**src/rtl/jts16_bank_ctrl.sv**
```systemverilog
// rtl/jts16_bank_ctrl.sv - SDR SDRAM four-port bank responder for the JTS16 core
module jts16_bank_ctrl #(
    parameter int INIT_CYCLES = 10000,
    parameter int TRCD        = 2,
    parameter int TRP         = 2,
    parameter int TRFC        = 7,
    parameter int TWR         = 2,
    parameter int REF_PERIOD  = 780
) (
    input  logic        clk,
    input  logic        rstn,
    input  logic [21:0] ba0_addr,
    input  logic [21:0] ba1_addr,
    input  logic [21:0] ba2_addr,
    input  logic [21:0] ba3_addr,
    input  logic        ba0_rd,
    input  logic        ba1_rd,
    input  logic        ba2_rd,
    input  logic        ba3_rd,
    input  logic        ba0_wr,
    input  logic [15:0] ba0_din,
    input  logic [1:0]  ba0_din_m,
    output logic        ba0_ack,
    output logic        ba1_ack,
    output logic        ba2_ack,
    output logic        ba3_ack,
    output logic        ba0_rdy,
    output logic        ba1_rdy,
    output logic        ba2_rdy,
    output logic        ba3_rdy,
    output logic [31:0] data_read,
    input  logic        refresh_en,
    output logic        init_done,
    output logic [3:0]  sdram_cmd,
    output logic [1:0]  sdram_ba,
    output logic [12:0] sdram_a,
    output logic [1:0]  sdram_dqm,
    output logic [15:0] sdram_dq_out,
    output logic        sdram_dq_oe,
    input  logic [15:0] sdram_dq_in
);

    localparam logic [3:0] CMD_NOP  = 4'b0111;
    localparam logic [3:0] CMD_ACT  = 4'b0011;
    localparam logic [3:0] CMD_RD   = 4'b0101;
    localparam logic [3:0] CMD_WR   = 4'b0100;
    localparam logic [3:0] CMD_PRE  = 4'b0010;
    localparam logic [3:0] CMD_REF  = 4'b0001;
    localparam logic [3:0] CMD_MRS  = 4'b0000;

    localparam logic [15:0] C_INIT  = 16'(INIT_CYCLES - 1);
    localparam logic [15:0] C_TRCD  = 16'(TRCD - 1);
    localparam logic [15:0] C_TRP   = 16'(TRP - 1);
    localparam logic [15:0] C_TRFC  = 16'(TRFC - 1);
    localparam logic [15:0] C_WRDY  = 16'(TWR - 2);
    localparam logic [15:0] C_WEND  = 16'(TWR + TRP - 3);
    localparam logic [15:0] C_RLAST = 16'(REF_PERIOD - 1);

    typedef enum logic [3:0] {
        S_INIT_WAIT, S_INIT_PRE, S_INIT_REF1, S_INIT_REF2, S_INIT_MRS,
        S_IDLE, S_ACT, S_RW, S_WAIT, S_REFRESH
    } state_t;

    state_t      r_state, w_state_nxt;
    logic [15:0] r_cnt, w_cnt_nxt;
    logic [1:0]  r_rr, w_rr_nxt;
    logic [1:0]  r_port, w_port_nxt;
    logic        r_wr, w_wr_nxt;
    logic [21:0] r_addr, w_addr_nxt;
    logic [15:0] r_din, w_din_nxt;
    logic [1:0]  r_dm, w_dm_nxt;
    logic [15:0] r_lo, w_lo_nxt;
    logic [3:0]  r_cmd, w_cmd_nxt;
    logic [1:0]  r_ba, w_ba_nxt;
    logic [12:0] r_a, w_a_nxt;
    logic [1:0]  r_dqm, w_dqm_nxt;
    logic [15:0] r_dq_out, w_dq_out_nxt;
    logic        r_dq_oe, w_dq_oe_nxt;
    logic [3:0]  r_ack, w_ack_nxt;
    logic [3:0]  r_rdy, w_rdy_nxt;
    logic [31:0] r_data, w_data_nxt;
    logic        r_init_done, w_init_done_nxt;
    logic [15:0] r_ref_cnt;
    logic        r_ref_pend;
    logic        w_ref_clr;

    logic [3:0]  w_req;
    logic        w_gnt_vld;
    logic [1:0]  w_gnt, w_idx;
    logic [21:0] w_gnt_addr;

    assign w_req = {ba3_rd, ba2_rd, ba1_rd, ba0_rd | ba0_wr};

    // Walk downward so the last hit is the first port at or after the RR pointer
    always_comb begin
        w_gnt_vld = 1'b0;
        w_gnt     = r_rr;
        w_idx     = r_rr;
        for (int k = 3; k >= 0; k--) begin
            w_idx = r_rr + 2'(k);
            if (w_req[w_idx]) begin
                w_gnt_vld = 1'b1;
                w_gnt     = w_idx;
            end
        end
    end

    always_comb begin
        w_gnt_addr = ba0_addr;
        case (w_gnt)
            2'd1:    w_gnt_addr = ba1_addr;
            2'd2:    w_gnt_addr = ba2_addr;
            2'd3:    w_gnt_addr = ba3_addr;
            default: w_gnt_addr = ba0_addr;
        endcase
    end

    always_comb begin
        w_state_nxt     = r_state;
        w_cnt_nxt       = r_cnt + 16'd1;
        w_rr_nxt        = r_rr;
        w_port_nxt      = r_port;
        w_wr_nxt        = r_wr;
        w_addr_nxt      = r_addr;
        w_din_nxt       = r_din;
        w_dm_nxt        = r_dm;
        w_lo_nxt        = r_lo;
        w_cmd_nxt       = CMD_NOP;
        w_ba_nxt        = r_ba;
        w_a_nxt         = r_a;
        w_dqm_nxt       = r_dqm;
        w_dq_out_nxt    = r_dq_out;
        w_dq_oe_nxt     = 1'b0;
        w_ack_nxt       = 4'd0;
        w_rdy_nxt       = 4'd0;
        w_data_nxt      = r_data;
        w_init_done_nxt = r_init_done;
        w_ref_clr       = 1'b0;
        case (r_state)
            S_INIT_WAIT: if (r_cnt == C_INIT) begin
                w_state_nxt = S_INIT_PRE;
                w_cnt_nxt   = '0;
                w_cmd_nxt   = CMD_PRE;
                w_a_nxt     = 13'h0400;
            end
            S_INIT_PRE: if (r_cnt == C_TRP) begin
                w_state_nxt = S_INIT_REF1;
                w_cnt_nxt   = '0;
                w_cmd_nxt   = CMD_REF;
            end
            S_INIT_REF1: if (r_cnt == C_TRFC) begin
                w_state_nxt = S_INIT_REF2;
                w_cnt_nxt   = '0;
                w_cmd_nxt   = CMD_REF;
            end
            S_INIT_REF2: if (r_cnt == C_TRFC) begin
                w_state_nxt = S_INIT_MRS;
                w_cnt_nxt   = '0;
                w_cmd_nxt   = CMD_MRS;
                w_a_nxt     = 13'h0021;
            end
            S_INIT_MRS: if (r_cnt == 16'd1) begin
                w_state_nxt     = S_IDLE;
                w_init_done_nxt = 1'b1;
            end
            S_IDLE: begin
                w_cnt_nxt = '0;
                if (r_ref_pend && refresh_en) begin
                    w_state_nxt = S_REFRESH;
                    w_cmd_nxt   = CMD_REF;
                    w_ref_clr   = 1'b1;
                end else if (w_gnt_vld) begin
                    w_state_nxt = S_ACT;
                    w_cmd_nxt   = CMD_ACT;
                    w_ba_nxt    = w_gnt;
                    w_a_nxt     = w_gnt_addr[21:9];
                    w_port_nxt  = w_gnt;
                    w_wr_nxt    = (w_gnt == 2'd0) && ba0_wr;
                    w_addr_nxt  = w_gnt_addr;
                    w_din_nxt   = ba0_din;
                    w_dm_nxt    = ba0_din_m;
                    w_rr_nxt    = w_gnt + 2'd1;
                end
            end
            S_ACT: if (r_cnt == C_TRCD) begin
                w_state_nxt       = S_RW;
                w_cnt_nxt         = '0;
                w_a_nxt           = {2'b00, 1'b1, 1'b0, r_addr[8:0]};
                w_ack_nxt[r_port] = 1'b1;
                if (r_wr) begin
                    w_cmd_nxt    = CMD_WR;
                    w_dq_out_nxt = r_din;
                    w_dq_oe_nxt  = 1'b1;
                    w_dqm_nxt    = r_dm;
                end else begin
                    w_cmd_nxt    = CMD_RD;
                    w_dqm_nxt    = 2'b00;
                end
            end
            S_RW: begin
                w_state_nxt = S_WAIT;
                w_cnt_nxt   = '0;
                if (r_wr) w_dqm_nxt = 2'b11;
            end
            S_WAIT: begin
                if (r_wr) begin
                    if (r_cnt == C_WRDY) w_rdy_nxt[0] = 1'b1;
                    if (r_cnt == C_WEND) w_state_nxt = S_IDLE;
                end else begin
                    // CAS latency 2, burst 2: beats land on the two cycles after RW+1
                    if (r_cnt == 16'd1) w_lo_nxt = sdram_dq_in;
                    if (r_cnt == 16'd2) begin
                        w_state_nxt       = S_IDLE;
                        w_data_nxt        = {sdram_dq_in, r_lo};
                        w_rdy_nxt[r_port] = 1'b1;
                    end
                end
            end
            S_REFRESH: if (r_cnt == C_TRFC) w_state_nxt = S_IDLE;
            default: w_state_nxt = S_INIT_WAIT;
        endcase
    end

    always_ff @(posedge clk or negedge rstn) begin
        if (!rstn) begin
            r_state     <= S_INIT_WAIT;
            r_cnt       <= '0;
            r_rr        <= '0;
            r_port      <= '0;
            r_wr        <= 1'b0;
            r_addr      <= '0;
            r_din       <= '0;
            r_dm        <= '0;
            r_lo        <= '0;
            r_cmd       <= CMD_NOP;
            r_ba        <= '0;
            r_a         <= '0;
            r_dqm       <= 2'b11;
            r_dq_out    <= '0;
            r_dq_oe     <= 1'b0;
            r_ack       <= '0;
            r_rdy       <= '0;
            r_data      <= '0;
            r_init_done <= 1'b0;
        end else begin
            r_state     <= w_state_nxt;
            r_cnt       <= w_cnt_nxt;
            r_rr        <= w_rr_nxt;
            r_port      <= w_port_nxt;
            r_wr        <= w_wr_nxt;
            r_addr      <= w_addr_nxt;
            r_din       <= w_din_nxt;
            r_dm        <= w_dm_nxt;
            r_lo        <= w_lo_nxt;
            r_cmd       <= w_cmd_nxt;
            r_ba        <= w_ba_nxt;
            r_a         <= w_a_nxt;
            r_dqm       <= w_dqm_nxt;
            r_dq_out    <= w_dq_out_nxt;
            r_dq_oe     <= w_dq_oe_nxt;
            r_ack       <= w_ack_nxt;
            r_rdy       <= w_rdy_nxt;
            r_data      <= w_data_nxt;
            r_init_done <= w_init_done_nxt;
        end
    end

    // A wrap while a refresh is still owed does not queue a second one
    always_ff @(posedge clk or negedge rstn) begin
        if (!rstn) begin
            r_ref_cnt  <= '0;
            r_ref_pend <= 1'b0;
        end else if (r_ref_cnt == C_RLAST) begin
            r_ref_cnt  <= '0;
            r_ref_pend <= 1'b1;
        end else begin
            r_ref_cnt  <= r_ref_cnt + 16'd1;
            if (w_ref_clr) r_ref_pend <= 1'b0;
        end
    end

    assign {ba3_ack, ba2_ack, ba1_ack, ba0_ack} = r_ack;
    assign {ba3_rdy, ba2_rdy, ba1_rdy, ba0_rdy} = r_rdy;
    assign data_read    = r_data;
    assign init_done    = r_init_done;
    assign sdram_cmd    = r_cmd;
    assign sdram_ba     = r_ba;
    assign sdram_a      = r_a;
    assign sdram_dqm    = r_dqm;
    assign sdram_dq_out = r_dq_out;
    assign sdram_dq_oe  = r_dq_oe;

endmodule

```
**config.mk**
```make
export PLATFORM = sky130hd
export DESIGN_NAME = jts16_bank_ctrl
export DESIGN_NICKNAME = d
export VERILOG_FILES = /design/src/rtl/jts16_bank_ctrl.sv
export SDC_FILE = /design/constraint.sdc
export NUM_CORES = 1
export LEC_CHECK = 0
export CORE_MARGIN = 8
export CORE_UTILIZATION = 52
export DETAILED_ROUTE_END_ITERATION = 7
export GPL_TIMING_DRIVEN = 0
export HOLD_SLACK_MARGIN = 0.03
export PLACE_DENSITY = 0.84
export SLEW_MARGIN = 20
export SYNTH_ARGS = -nofsm -noshare
export SYNTH_HDL_FRONTEND = slang
export SYNTH_SLANG_ARGS = --single-unit
```
**constraint.sdc**
```tcl
create_clock -name clk -period 3.6 [get_ports clk]
set_clock_uncertainty 0.05 [all_clocks]
set_input_delay 0.72 -clock clk [delete_from_list [all_inputs] [get_ports clk]]
set_output_delay 0.72 -clock clk [all_outputs]
set_load 0.01 [all_outputs]
```
---- Word level (Yosys, flattened, before mapping) ----
Index checks and enable logic that the tools add are counted.
Widths: inputs -> output; s select.
storage, ports and cells
  flip-flop bits (word level) ............. 162
  latch bits .............................. 0
  RAM bits ................................ 0
  ROM bits ................................ 0
  input port bits ......................... 130
  output and inout port bits .............. 79
  memories kept ........................... 0
operators by class
  add/subtract/negate cells ............... 6
  multiply operators ...................... 0
  divide/modulo/power cells ............... 0
  order comparisons ....................... 6
  eq/ne operators ......................... 28
  shift-type cells ........................ 0
  multiplexer cells ....................... 69
  bitwise gates (word level) .............. 3
  reduce and logical (&&, ||, !) cells .... 20
operator list
  kind                   count
  $pmux 22 s3            1
  $mux 13                5
  $mux 16                4
  $pmux 16 s4            1
  $mux 4                 15
  $pmux 13 s4            1
  $pmux 4 s10            1
  $add 16x1->16 const B  2
  $mux 3                 7
  $mux 1                 19
  $ne 2x2->1 const B     9
  $pmux 3 s6             1
  $eq 16x1->1 const B    1
  $eq 16x10->1 const B   1
  $eq 16x14->1 const B   1
  $eq 16x2->1 const B    1
  $eq 16x3->1 const B    1
  $eq 4x3->1 const B     4
  $logic_not 16->1       1
  $mux 2                 8
  $lt 2x3->1 const B     5
  $reduce_and 3->1       5
  $bmux 1 s2             4
  $eq 4x2->1 const B     2
  other kinds (21)       32

---- Longest topological paths before layout ----
Gate-level depths: netlist of the first run.
  word-level depth ........................ 12
  gate-level depth with buffers ........... 12
  mapped depth without buffers ............ 11

---- Worst setup path after synthesis of the first run ----
No wires, ideal clock.
  path kind ............................... input port to flip-flop
  start ................................... input port ba0_rd
  end ..................................... register r_a[3], in the netlist sdram_a[3]
  library setup time ...................... 125 ps
  arrival time ............................ 2,671 ps
  data required time ...................... 3,425 ps
  setup slack ............................. 754 ps
  stages on the path ...................... 11
  path buffers ............................ 1
  cell sequence ........................... nor2_1 a21oi_1 o31ai_1 inv_1 ha_1 clkbuf_1 a222oi_1 nor2_1 a21oi_1 o21ai_0 mux2_4
on the way
  cells in the longest elaborated chain, start to end .. 12
RTL lines
  what                                      RTL line  source
  start: declaration                        16        input logic ba0_rd,
  $or 1x1->1 (*)                            92        assign w_req = {ba3_rd, ba2_rd, ba1_rd, ba0_rd | ba0_wr};
  $bmux 1 s2                                101       if (w_req[w_idx]) begin
  $mux 1 (implied by the code)              101
  $mux 2 (3 in a row)                       101
  $mux 2 (*)                                101
  via w_gnt[1]                              89        logic [1:0] w_gnt, w_idx;
  $eq 2x2->1 or $eq 2x1->1 (tied branches)  110       case (w_gnt)
  $pmux 22 s3 (*)                           110
  $mux 13 (*)                               172       end else if (w_gnt_vld) begin
  $mux 13 (*)                               168       if (r_ref_pend && refresh_en) begin
  $pmux 13 s4 (*)                           139       case (r_state)
  end signal: assignment                    257       r_a <= w_a_nxt;
  end: declaration                          75        logic [12:0] r_a, w_a_nxt;
Mark *: on every way through the listed nets, which the timed path passes. The rest lies on a longest branch. The select of a mux whose other input is x is not followed.
A chain may end at the register's enable or synchronous reset.

---- Final worst setup path of the first run ----
  start ................................... input port ba3_rd
  end ..................................... register r_a[2], in the netlist sdram_a[2]
on the way
  cells in the longest elaborated chain, start to end .. 11
RTL lines
  what                                      RTL line  source
  start: declaration                        19        input logic ba3_rd,
  $bmux 1 s2                                101
  $mux 1 (implied by the code)              101
  $mux 2 (3 in a row)                       101
  $mux 2 (*)                                101
  via w_gnt[1]                              89
  $eq 2x2->1 or $eq 2x1->1 (tied branches)  110
  $pmux 22 s3 (*)                           110
  $mux 13 (*)                               172
  $mux 13 (*)                               168
  $pmux 13 s4 (*)                           139
Marked as above.

==> summary by stage, run 1 <==
Status
The flow ran to the end, and the final reports show no timing, DRC or antenna violations.

Power and ir drop
The maximum ir drop on the vdd rail is 0.2890 mV. The analysis attributes to net switching a power of 0.0008599 W. The combinational fraction of design power is 7.7%. The fraction of power consumed by sequential logic is 47.0%. The total internal power is 0.003056 W.

The switching power share of the total is 21.96%. The leakage power is 4.658 nW. The proportion of power drawn by the clock network is 45.4%.

The power density of the placed cells is 369.6 nW/um^2.

Routing
After detailed routing, the average wire length per cell comes to 19.84 um. For this block, the via count after detailed routing is 6101. The detailed router finished its first iteration with 563 violations. Dividing the detail-routed via count by the number of cells gives 5.649. The number of iterations in the first detailed-routing pass is 6.

After detailed routing, the number of remaining DRC violations is 0. Summed over all layers, the routed wires come to 21430 um. The detail route stage leaves a number of antenna-violating nets equal to 0.

Timing
The count of endpoints failing hold in the final timing report was 0. At the pin with the least slew margin, the transition time is 0.6839 ns. Counting I/O delays and the setup requirement, the final critical path takes 3.363 ns. The number of setup violations in the final report is 0. The relative slew slack is 54.06%. The post-route fraction of the period consumed by the critical path is 93.43%. The timing-limited maximum frequency is 0.2973 GHz.

Setup repair after global routing left no endpoint under its margin. The count of final max-slew check failures is 0.

Synth
Synthesis produced a netlist whose cell count is 656. The synthesized net count is 796. The number of distinct library cell variants in the gate-level netlist after synthesis is 60. The proportion of synthesized chip area in sequential cells is 52.63%. Of all flip-flops after synthesis, the portion carrying an async set or reset was 100.0%.

The synthesized area is 7667 um^2. The mean instance size in the synthesized netlist is 11.69 um^2. The Yosys warning count is 0.

The count of flip-flops with a built-in enable after synthesis is 0. For this run, the leading register cell type out of synthesis is dfrtp_1. The number of synthesized register bits is 161.

Critical path
The end of the worst register-to-register path is sdram_a[2]. The minimum setup slack among reg-to-reg paths is 0.69 ns. The worst register-to-register path begins at r_rr[1]. Along the worst path, the maximum fanout reaches 10.

The critical path is of the in2reg type. For the worst setup path, the data required time is 3.86 ns. The logic depth of the worst register-to-register path is 11. The endpoint type of the worst setup path is a flip-flop. The startpoint type of the worst setup path is an input port. The critical path arrival is 3.62 ns.

Clock tree
Clock tree synthesis selected as its root buffer the cell clkbuf_16. The longest clock path from root to sink contains 2 buffers. The CTS tree is built. Clock-pin slew was measured on the worst setup and hold paths at 0.06 ns. Hold repair after CTS inserted 0 buffers. The number of post-CTS setup repair buffers is 0.

The clock net in this run drives a total of 161 sinks. The number of H-tree levels is 4. The later pin in the worst-skew pair is clocked with a latency of 0.43 ns. The total CTS buffers is 17. The total of cells resized after clock tree synthesis is 0.

Floorplan
The core region is 14480 um^2. The number of placed I/O pins is 209. The die covers 18890 um^2. The standard-cell row count is 44.

The initial cell density of the core is 52.96%. The floorplan step set the die width to 137.4 um. The vertical extent of the die is 137.4 um.

GRT
The via count of the first global-routing pass is 6249. The number of antenna violations at the first check in global routing is 0. Global routing used 22.77% of the available tracks. Entering global routing, the biggest net connects 103 pins.

The first global-routing pass estimated 33310 um of wire. After global routing the overflow that remains totals 0.

Worst hold path
The path class of the lowest-slack min-delay path is in2async.

Final layout
In the layout the commonest cells are clkdlybuf4s50_1 (206), dfrtp_1 (156), nor2_1 (68). Cells with a size suffix above 1 make up 15.29% of the layout. Compared with the post-synthesis result, the final layout area differs by 38.19%. The leading cell type in the layout, fill and taps excluded is clkdlybuf4s50_1. The repair_antennas step left the layout with diodes totalling 0. The final net count is 1023. The filler-free cell count of the finished design is 1080.

Measured on the finished design, the core utilization comes to 73.18%.

Flow run
The max-cap check violation count is 0.

Placement
Detailed placement ended at an HPWL of 16110 um. The number of port buffers is 207. At the end of routability-driven placement, the weighted congestion stood at 0.8949. In this run, placement finished with an instance count of 1048.
==> layout make-up <==
class,count,area (um^2)
plain buffers,36,181.4
clock buffers,21,450.4
clock inverters,11,131.4
fillers,982,3884
inverters,13,48.80
multi-input cells,446,3413
flip-flops and latches,161,4035
well taps,184,230.2
repair buffers,208,2105
==> power groups by stage <==
stage / clock [W] / combinational (W) / sequential (W)
3_3_place_gp: 0 / 0.000288 / 0.00187
4_1_cts: 0.00180 / 0.000301 / 0.00184
2_1_floorplan: 0 / 0.0000682 / 0.00187
3_5_place_dp: 0 / 0.000297 / 0.00187
6_report: 0.00178 / 0.000301 / 0.00184
5_1_grt: 0.00188 / 0.000324 / 0.00184
==> through the flow <==
stage | hold slack [ns] | area [um^2] | setup WS, ns | power (W) | setup TNS (ns)
finish | 0.1596 | 10600 | 0.2367 | 0.003916 | 0
global placement | 0.4018 | 9970 | -4.565 | 0.002159 | -724.55
global route | 0.1946 | 10600 | 0.05470 | 0.004047 | 0
CTS | 0.1691 | 10580 | 0.1876 | 0.003944 | 0
floorplan | 0.3744 | 7667 | 0.7535 | 0.001942 | 0
detailed placement | 0.4082 | 10000 | -0.2427 | 0.002169 | -2.081
==> synthesized netlist by cell type (all sizes together), types with 2 or more instances <==
cell	number	area share, %
dfrtp	156	51
mux2	98	16
nor2	68	3.3
nand2	46	2.3
a21oi	37	2.4
o21ai	31	2.0
a222oi	22	2.9
clkbuf	21	1.0
xnor2	20	2.3
buf	15	1.3
nand3	15	1.0
nor3	14	0.98
inv	13	0.64
ha	10	1.6
nand4	10	1.1
nand2b	9	0.73
xor2	9	1.0
nor2b	6	0.49
and4	5	0.57
dfstp	5	1.7
nor4	5	0.80
nor4b	5	0.65
and3	3	0.24
o311ai	3	0.34
or4	3	0.29
a22oi	2	0.20
a41oi	2	0.23
and2	2	0.16
nand3b	2	0.36
o31ai	2	0.20
==> worst max path at each step <==
stage               depth (start not counted)          endpoint    from
global route                               12        sdram_a[2]  ba3_rd
finish                                     12        sdram_a[2]  ba3_rd
global placement                            1  sdram_dq_out[14]    rstn
CTS                                        12        sdram_a[2]  ba3_rd
floorplan                                  11        sdram_a[3]  ba0_rd
detailed placement                         12        sdram_a[8]  ba3_rd
==> metal layers <==
| layer | up-vias | global-route usage, % | wire [um] |
|---|---|---|---|
| met1 | 2973 | 29.53 | 8786 |
| met2 | 275 | 35.28 | 10140 |
| li1 | 2813 | - | - |
| met3 | 40 | 6.419 | 1961 |
| met4 | 0 | 9.234 | 537 |
| met5 | - | 0 | 0 |
==> worst max-delay path, cell delays in order <==
cell and delay, ns:
clkdlybuf4s50_1 0.58, nand2b_1 0.14, a21oi_1 0.07, o31ai_2 0.32
inv_1 0.15, ha_1 0.28, clkbuf_1 0.25, a222oi_1 0.40
nor2_1 0.07, a21oi_1 0.20, o21ai_0 0.14, mux2_2 0.28
==> registers in the layout (all words and copies together) (netlist names), 9 cells and up <==
register / flops
sdram_a: 13
r_addr: 9
data_read: 32
r_ref_cnt: 16
r_cnt: 16
r_din: 16
sdram_dq_out: 16
r_lo: 16
==> cells by family (layout without fill, tap and decap cells) <==
logic type / count (synthesis) / count (layout) / share of synthesized area (%)
simple gates: 197 / 197 / 13.46
buf+inv: 49 / 289 / 3.003
flops: 161 / 161 / 52.63
compound gates: 111 / 111 / 9.612
fa+ha+maj: 10 / 10 / 1.632
mux: 98 / 98 / 16.30
other cells: 1 / 1 / 0.04891
xor+xnor: 29 / 29 / 3.313
Note: power is estimated with default switching activity, not from simulation.
==> run 2, diff against run 1 <==
--- a/config.mk
+++ b/config.mk
@@ -8,6 +8,7 @@
 export CORE_MARGIN = 8
 export CORE_UTILIZATION = 52
 export DETAILED_ROUTE_END_ITERATION = 7
+export GPL_ROUTABILITY_DRIVEN = 0
 export GPL_TIMING_DRIVEN = 0
 export HOLD_SLACK_MARGIN = 0.03
 export PLACE_DENSITY = 0.84
==> constraint.sdc (replaced) <==
create_clock -name clk -period 3.6 [get_ports clk]
set_clock_uncertainty 0.05 [all_clocks]
set_input_delay 0.36 -clock clk [delete_from_list [all_inputs] [get_ports clk]]
set_output_delay 0.36 -clock clk [all_outputs]
set_load 0.01 [all_outputs]
==> summary by stage, run 2 (synthesis gave the netlist of run 1 again) <==
Status
Status: finished, final reports clean (unchanged).

Clock tree
The clock latency on the worst-skew pair is 0.42 ns (was 0.43 ns). The root buffer selected by CTS is clkbuf_16 (unchanged). The number of H-tree levels is 4 (unchanged). The CTS tree is built (unchanged). The total CTS buffers is 17 (unchanged). The CTS sink count is 161 (unchanged). The clock-pin transition on the worst setup and hold timing paths is 0.07 ns (was 0.06 ns). The maximum root-to-sink buffer count was 2 (unchanged).

GRT
The total global routing track utilization was 22.60% (was 22.77%). The met2 track demand over resource in global routing is 34.77% (was 35.28%). The number of antenna violations at the first check in global routing is 0 (unchanged).

The most congested layer reported by global routing is met2 (unchanged). The routing usage on met3 was 8.425% (was 6.419%). The met1 usage in global routing came to 28.93% (was 29.53%). The global-route wire length before repair is 33190 um (was 33310 um). The via count of the first global-routing pass is 6294 (was 6249). The largest net degree at the start of global routing is 97 (was 103). The remaining global-route overflow is 0 (unchanged).

Timing
The timing-limited maximum frequency is 0.3129 GHz (was 0.2973 GHz). The least setup slack across all paths after layout is 0.4039 ns (was 0.2367 ns). The relative slew slack is 53.96% (was 54.06%). The post-route fraction of the period consumed by the critical path came to 88.78% (was 93.43%). The pin slew with the least headroom to its limit was 0.6853 ns (was 0.6839 ns).

The count of endpoints failing hold in the final timing report is 0 (unchanged). The count of final max-slew check failures is 0 (unchanged). The number of setup violations in the final report was 0 (unchanged). The clock period minus final worst setup slack came to 3.196 ns (was 3.363 ns). Setup repair after global routing missed its margin: false (unchanged). The worst hold slack after final layout came to 0.4146 ns (was 0.1596 ns).

Final layout
The count of inserted antenna diode cells came to 0 (unchanged). The final net count is 1024 (was 1023). Highest-count cells in the layout ignoring fill and taps: clkdlybuf4s50_1 (206), dfrtp_1 (156), nor2_1 (68) (unchanged). The layout overhead on the synthesized area is 38.02% (was 38.19%). The fraction of final layout cells with drive strength greater than 1 came to 15.38% (was 15.29%).

The flip-flop count of the largest register after layout is 32 (unchanged). The leading cell type in the layout, fill and taps excluded is clkdlybuf4s50_1 (unchanged). The number of fillers in the final layout is 984 (was 982).

Power and ir drop
The combinational fraction of design power was 7.8% (was 7.7%). The total internal power was 0.002991 W (was 0.003056 W). The power density of the placed cells is 365.7 nW/um^2 (was 369.6 nW/um^2).

The fraction of power consumed by sequential logic is 47.5% (was 47.0%). The leakage power came to 4.660 nW (was 4.658 nW). The switching power share of the total is 22.70% (was 21.96%).

The net switching power is 0.0008785 W (was 0.0008599 W). The maximum ir drop on the vdd rail came to 0.3374 mV (was 0.2890 mV). The proportion of power drawn by the clock network was 44.7% (was 45.4%).

Critical path
The largest fanout on the critical path was 10 (unchanged). The critical path arrival is 3.45 ns (was 3.62 ns). The category of the critical setup timing path is in2reg (unchanged). The logic depth of the worst register-to-register path is 11 (unchanged). The required time reported for the critical path endpoint is 3.85 ns (was 3.86 ns). The endpoint type of the worst setup path is a flip-flop (unchanged). The startpoint type of the worst setup path is an input port (unchanged).

Floorplan
The standard-cell row count is 44 (unchanged). The number of placed I/O pins is 209 (unchanged). The vertical extent of the die is 137.4 um (unchanged). The initial cell density of the core was 52.96% (unchanged). The area enclosed by the die boundary was 18890 um^2 (unchanged). The overall die width is 137.4 um (unchanged). The floorplan core area is 14480 um^2 (unchanged).

Routing
The count of vias placed by the detailed router came to 6137 (was 6101). The sum of routed wire length over all layers is 21150 um (was 21430 um). The detail-routed via count per cell was 5.677 (was 5.649). The remaining number of nets flagged by the antenna check after routing is 0 (unchanged). The remaining design rule violation count is 0 (unchanged). The initial detailed-routing violation count is 566 (was 563). The number of iterations in the first detailed-routing pass was 7 (was 6). The post-detailed-route wirelength per cell is 19.56 um (was 19.84 um).

Worst hold path
The worst hold path was traced through 2 stages. The path class of the lowest-slack min-delay path was reg2reg (was in2async).

Placement
The worst setup slack before clock tree synthesis is 0.04576 ns (was -0.2427 ns). The number of port buffers is 207 (unchanged). The final HPWL from detailed placement is 15780 um (was 16110 um).

Flow run
The max-cap check violation count is 0 (unchanged).
## run 2: critical path, cell delays in order
cell and delay (ns):
clkdlybuf4s50_1 0.58, nand2b_1 0.14, a21oi_1 0.07, o31ai_1 0.44
inv_1 0.18, ha_1 0.30, clkbuf_1 0.26, a222oi_1 0.44
nor2_1 0.07, a21oi_1 0.19, o21ai_0 0.12, mux2_4 0.29
## run 2: path summary, 6_finish.rpt
kind | from | to | slack [ns]
min in group asynchronous | rstn | r_ack[0] | 0.42
min reg2reg | sdram_dqm[1] | sdram_dqm[1] | 0.41
max | ba3_rd | sdram_a[5] | 0.40
max reg2reg | r_rr[1] | sdram_a[5] | 0.51
max in group asynchronous | rstn | sdram_cmd[0] | 2.24
min | sdram_dqm[1] | sdram_dqm[1] | 0.41
## run 2: what timing repair did
| action | in CTS | in global routing |
|---|---|---|
| resized for setup | 0 | 0 |
| hold buffers | 1 | 0 |
| hold endpoints to repair | 61 | 0 |
| setup buffers | 0 | 0 |
## run 2: stage by stage
step / instances / instance area [um^2] / power, W / utilization [%] / TNS (ns)
global placement: 1047 / 9970 / 0.002159 / 68.86 / -666.73
floorplan: 656 / 7667 / 0.001942 / - / 0
finish: 1081 / 10580 / 0.003870 / 73.09 / 0
global route: 1081 / 10580 / 0.004014 / 73.09 / 0
CTS: 1081 / 10580 / 0.003904 / 73.09 / 0
detailed placement: 1048 / 10000 / 0.002169 / 69.08 / 0
## run 2: layout make-up
type	instances	area [um^2]	area share, %
Sequential cell	161	4035	38.13
Multi-Input combinational cell	446	3402	32.15
Timing Repair Buffer	209	2115	19.98
Clock buffer	18	439.2	4.150
Tap cell	184	230.2	2.175
Buffer	36	181.4	1.714
Clock inverter	14	131.4	1.241
Inverter	13	48.80	0.4611
## run 2: power by group through the flow
stage                     Sequential (W)  Combinational, W  Clock, W
after CTS                        0.00184          0.000302   0.00176
after global routing             0.00184          0.000325   0.00185
after global placement           0.00187          0.000288         0
after detailed placement         0.00187          0.000298         0
after floorplan                  0.00187         0.0000682         0
final                            0.00184          0.000300   0.00173
## run 2: routing by layer
| metal | routed length [um] | vias up |
|---|---|---|
| met5 | 0 | - |
| met4 | 535 | 0 |
| met3 | 2080 | 43 |
| met2 | 9874 | 271 |
| met1 | 8658 | 2992 |
| li1 | - | 2831 |
==> run 3, diff against run 2 <==
--- a/config.mk
+++ b/config.mk
@@ -12,6 +12,7 @@
 export GPL_TIMING_DRIVEN = 0
 export HOLD_SLACK_MARGIN = 0.03
 export PLACE_DENSITY = 0.84
+export SETUP_SLACK_MARGIN = 0.5
 export SLEW_MARGIN = 20
 export SYNTH_ARGS = -nofsm -noshare
 export SYNTH_HDL_FRONTEND = slang
==> summary by stage, run 3 (synthesis gave the netlist of run 1 again) <==
Status
Status: finished, final reports clean (unchanged).

GRT
The remaining global-route overflow is 0 (unchanged). The largest net degree at the start of global routing is 97 (unchanged). The total global routing track utilization came to 22.59% (was 22.60%). The number of antenna violations at the first check in global routing is 0 (unchanged).

The most congested layer reported by global routing is met2 (unchanged). The routing usage on met3 is 8.425% (unchanged). The global-route wire length before repair is 33180 um (was 33190 um). The met1 usage in global routing is 28.91% (was 28.93%). The via count of the first global-routing pass is 6294 (unchanged). The met2 track demand over resource in global routing was 34.77% (unchanged).

Timing
The count of final max-slew check failures is 0 (unchanged). The post-route fraction of the period consumed by the critical path is 81.79% (was 88.78%). The timing-limited maximum frequency is 0.3396 GHz (was 0.3129 GHz). The least setup slack across all paths after layout came to 0.6557 ns (was 0.4039 ns).

The clock period minus final worst setup slack is 2.944 ns (was 3.196 ns). The worst hold slack after final layout is 0.4149 ns (was 0.4146 ns). The relative slew slack came to 55.76% (was 53.96%). The pin slew with the least headroom to its limit is 0.6585 ns (was 0.6853 ns). The number of setup violations in the final report is 0 (unchanged).

The count of endpoints failing hold in the final timing report is 0 (unchanged). Setup repair after global routing missed its margin: false (unchanged). The total negative slack is 0 ns (unchanged).

Final layout
The flip-flop count of the largest register after layout is 32 (unchanged). The final net count came to 1024 (unchanged). The final design utilization is 73.18% (was 73.09%). The leading cell type in the layout, fill and taps excluded is clkdlybuf4s50_1 (unchanged).

The count of inserted antenna diode cells is 0 (unchanged). The filler-free cell count of the finished design is 1081 (unchanged). The fraction of final layout cells with drive strength greater than 1 is 15.72% (was 15.38%). Highest-count cells in the layout ignoring fill and taps: clkdlybuf4s50_1 (206), dfrtp_1 (156), nor2_1 (68) (unchanged). The layout overhead on the synthesized area is 38.19% (was 38.02%).

Routing
The remaining number of nets flagged by the antenna check after routing was 0 (unchanged). The remaining design rule violation count is 0 (unchanged). The number of iterations in the first detailed-routing pass is 6 (was 7).

The detail-routed via count per cell is 5.682 (was 5.677). The sum of routed wire length over all layers came to 21190 um (was 21150 um). The count of vias placed by the detailed router is 6142 (was 6137). The initial detailed-routing violation count is 510 (was 566). The post-detailed-route wirelength per cell came to 19.60 um (was 19.56 um).

Critical path
The largest fanout on the critical path came to 10 (unchanged). The startpoint type of the worst setup path is an input port (unchanged). The category of the critical setup timing path is in2reg (unchanged). The endpoint type of the worst setup path was a flip-flop (unchanged). The required time reported for the critical path endpoint is 3.85 ns (about the same). The critical path arrival is 3.19 ns (was 3.45 ns).

Floorplan
The area enclosed by the die boundary is 18890 um^2 (unchanged). The overall die width was 137.4 um (unchanged). The floorplan core area came to 14480 um^2 (unchanged). The initial cell density of the core is 52.96% (unchanged). The number of placed I/O pins came to 209 (unchanged). The vertical extent of the die was 137.4 um (unchanged).

The standard-cell row count came to 44 (unchanged).

Clock tree
The clock latency on the worst-skew pair is 0.42 ns (about the same). The CTS sink count came to 161 (unchanged). The total CTS buffers is 17 (unchanged). The clock-pin transition on the worst setup and hold timing paths is 0.06 ns (was 0.07 ns).

The number of H-tree levels is 4 (unchanged). The CTS tree is built (unchanged). The root buffer selected by CTS is clkbuf_16 (unchanged). The number of post-CTS setup repair buffers is 0 (unchanged). The maximum root-to-sink buffer count is 2 (unchanged).

Power and ir drop
The power density of the placed cells is 365.3 nW/um^2 (was 365.7 nW/um^2). The maximum ir drop on the vdd rail came to 0.3382 mV (was 0.3374 mV). The leakage power is 4.667 nW (was 4.660 nW).

Worst hold path
The path class of the lowest-slack min-delay path is reg2reg (unchanged).

Flow run
The max-cap check violation count is 0 (unchanged).

Placement
The number of port buffers is 207 (unchanged). The final HPWL from detailed placement is 15780 um (unchanged). The number of placed instances with taps included came to 1048 (unchanged).

The worst setup slack before clock tree synthesis is 0.04576 ns (unchanged).
run 3: metrics by stage:
step | power [W] | area, um^2
floorplan | 0.001942 | 7667
global placement | 0.002159 | 9970
detailed placement | 0.002169 | 10000
CTS | 0.003904 | 10590
global route | 0.004016 | 10600
finish | 0.003870 | 10600
run 3: area by class of cell:
cell class,instances,area [um^2]
multi-input cells,446,3413
plain buffers,36,182.7
inverters,13,48.80
fillers,981,3884
repair buffers,209,2115
clock inverters,14,131.4
flip-flops and latches,161,4035
clock buffers,18,439.2
well taps,184,230.2
run 3: worst paths after layout:
path,startpoint,end,slack (ns),cells after the start
worst max-delay path,ba3_rd,sdram_a[5],0.66,12
worst min-delay path,sdram_dqm[1],sdram_dqm[1],0.41,2
worst max register to register,r_rr[1],sdram_a[5],0.76,11
worst min register to register,sdram_dqm[1],sdram_dqm[1],0.41,2
max in group asynchronous,rstn,r_din[14],2.24,3
min in group asynchronous,rstn,r_ack[0],0.42,2
run 3: critical path: stages:
cell             delay (ns)
clkdlybuf4s50_1        0.57
nand2b_1               0.13
a21oi_1                0.08
o31ai_2                0.30
inv_1                  0.16
ha_1                   0.29
clkbuf_2               0.23
a222oi_1               0.40
nor2_1                 0.07
a21oi_1                0.19
o21ai_0                0.12
mux2_4                 0.29
run 3: where the power goes:
part | internal, W | total (W) | switching, W
combinational | 0.000184 | 0.000302 | 0.000118
clock | 0.000980 | 0.00173 | 0.000750
sequential | 0.00183 | 0.00184 | 0.0000107
run 3: layer usage:
| metal | part of all wire (%) | vias to the layer above |
|---|---|---|
| met5 | 0 | - |
| met4 | 2.3 | 0 |
| met3 | 9.0 | 39 |
| met2 | 47 | 248 |
| met1 | 42 | 3021 |
| li1 | - | 2834 |
run 3: what timing repair did:
| action | 4_1_cts | 5_1_grt |
|---|---|---|
| endpoints found under the hold margin | 61 | 0 |
| pin swaps | 0 | 2 |
| gates resized for setup | 1 | 3 |
| gates cloned | 0 | 0 |
| hold buffers | 1 | 0 |
| endpoints found under the setup margin | 2 | 18 |
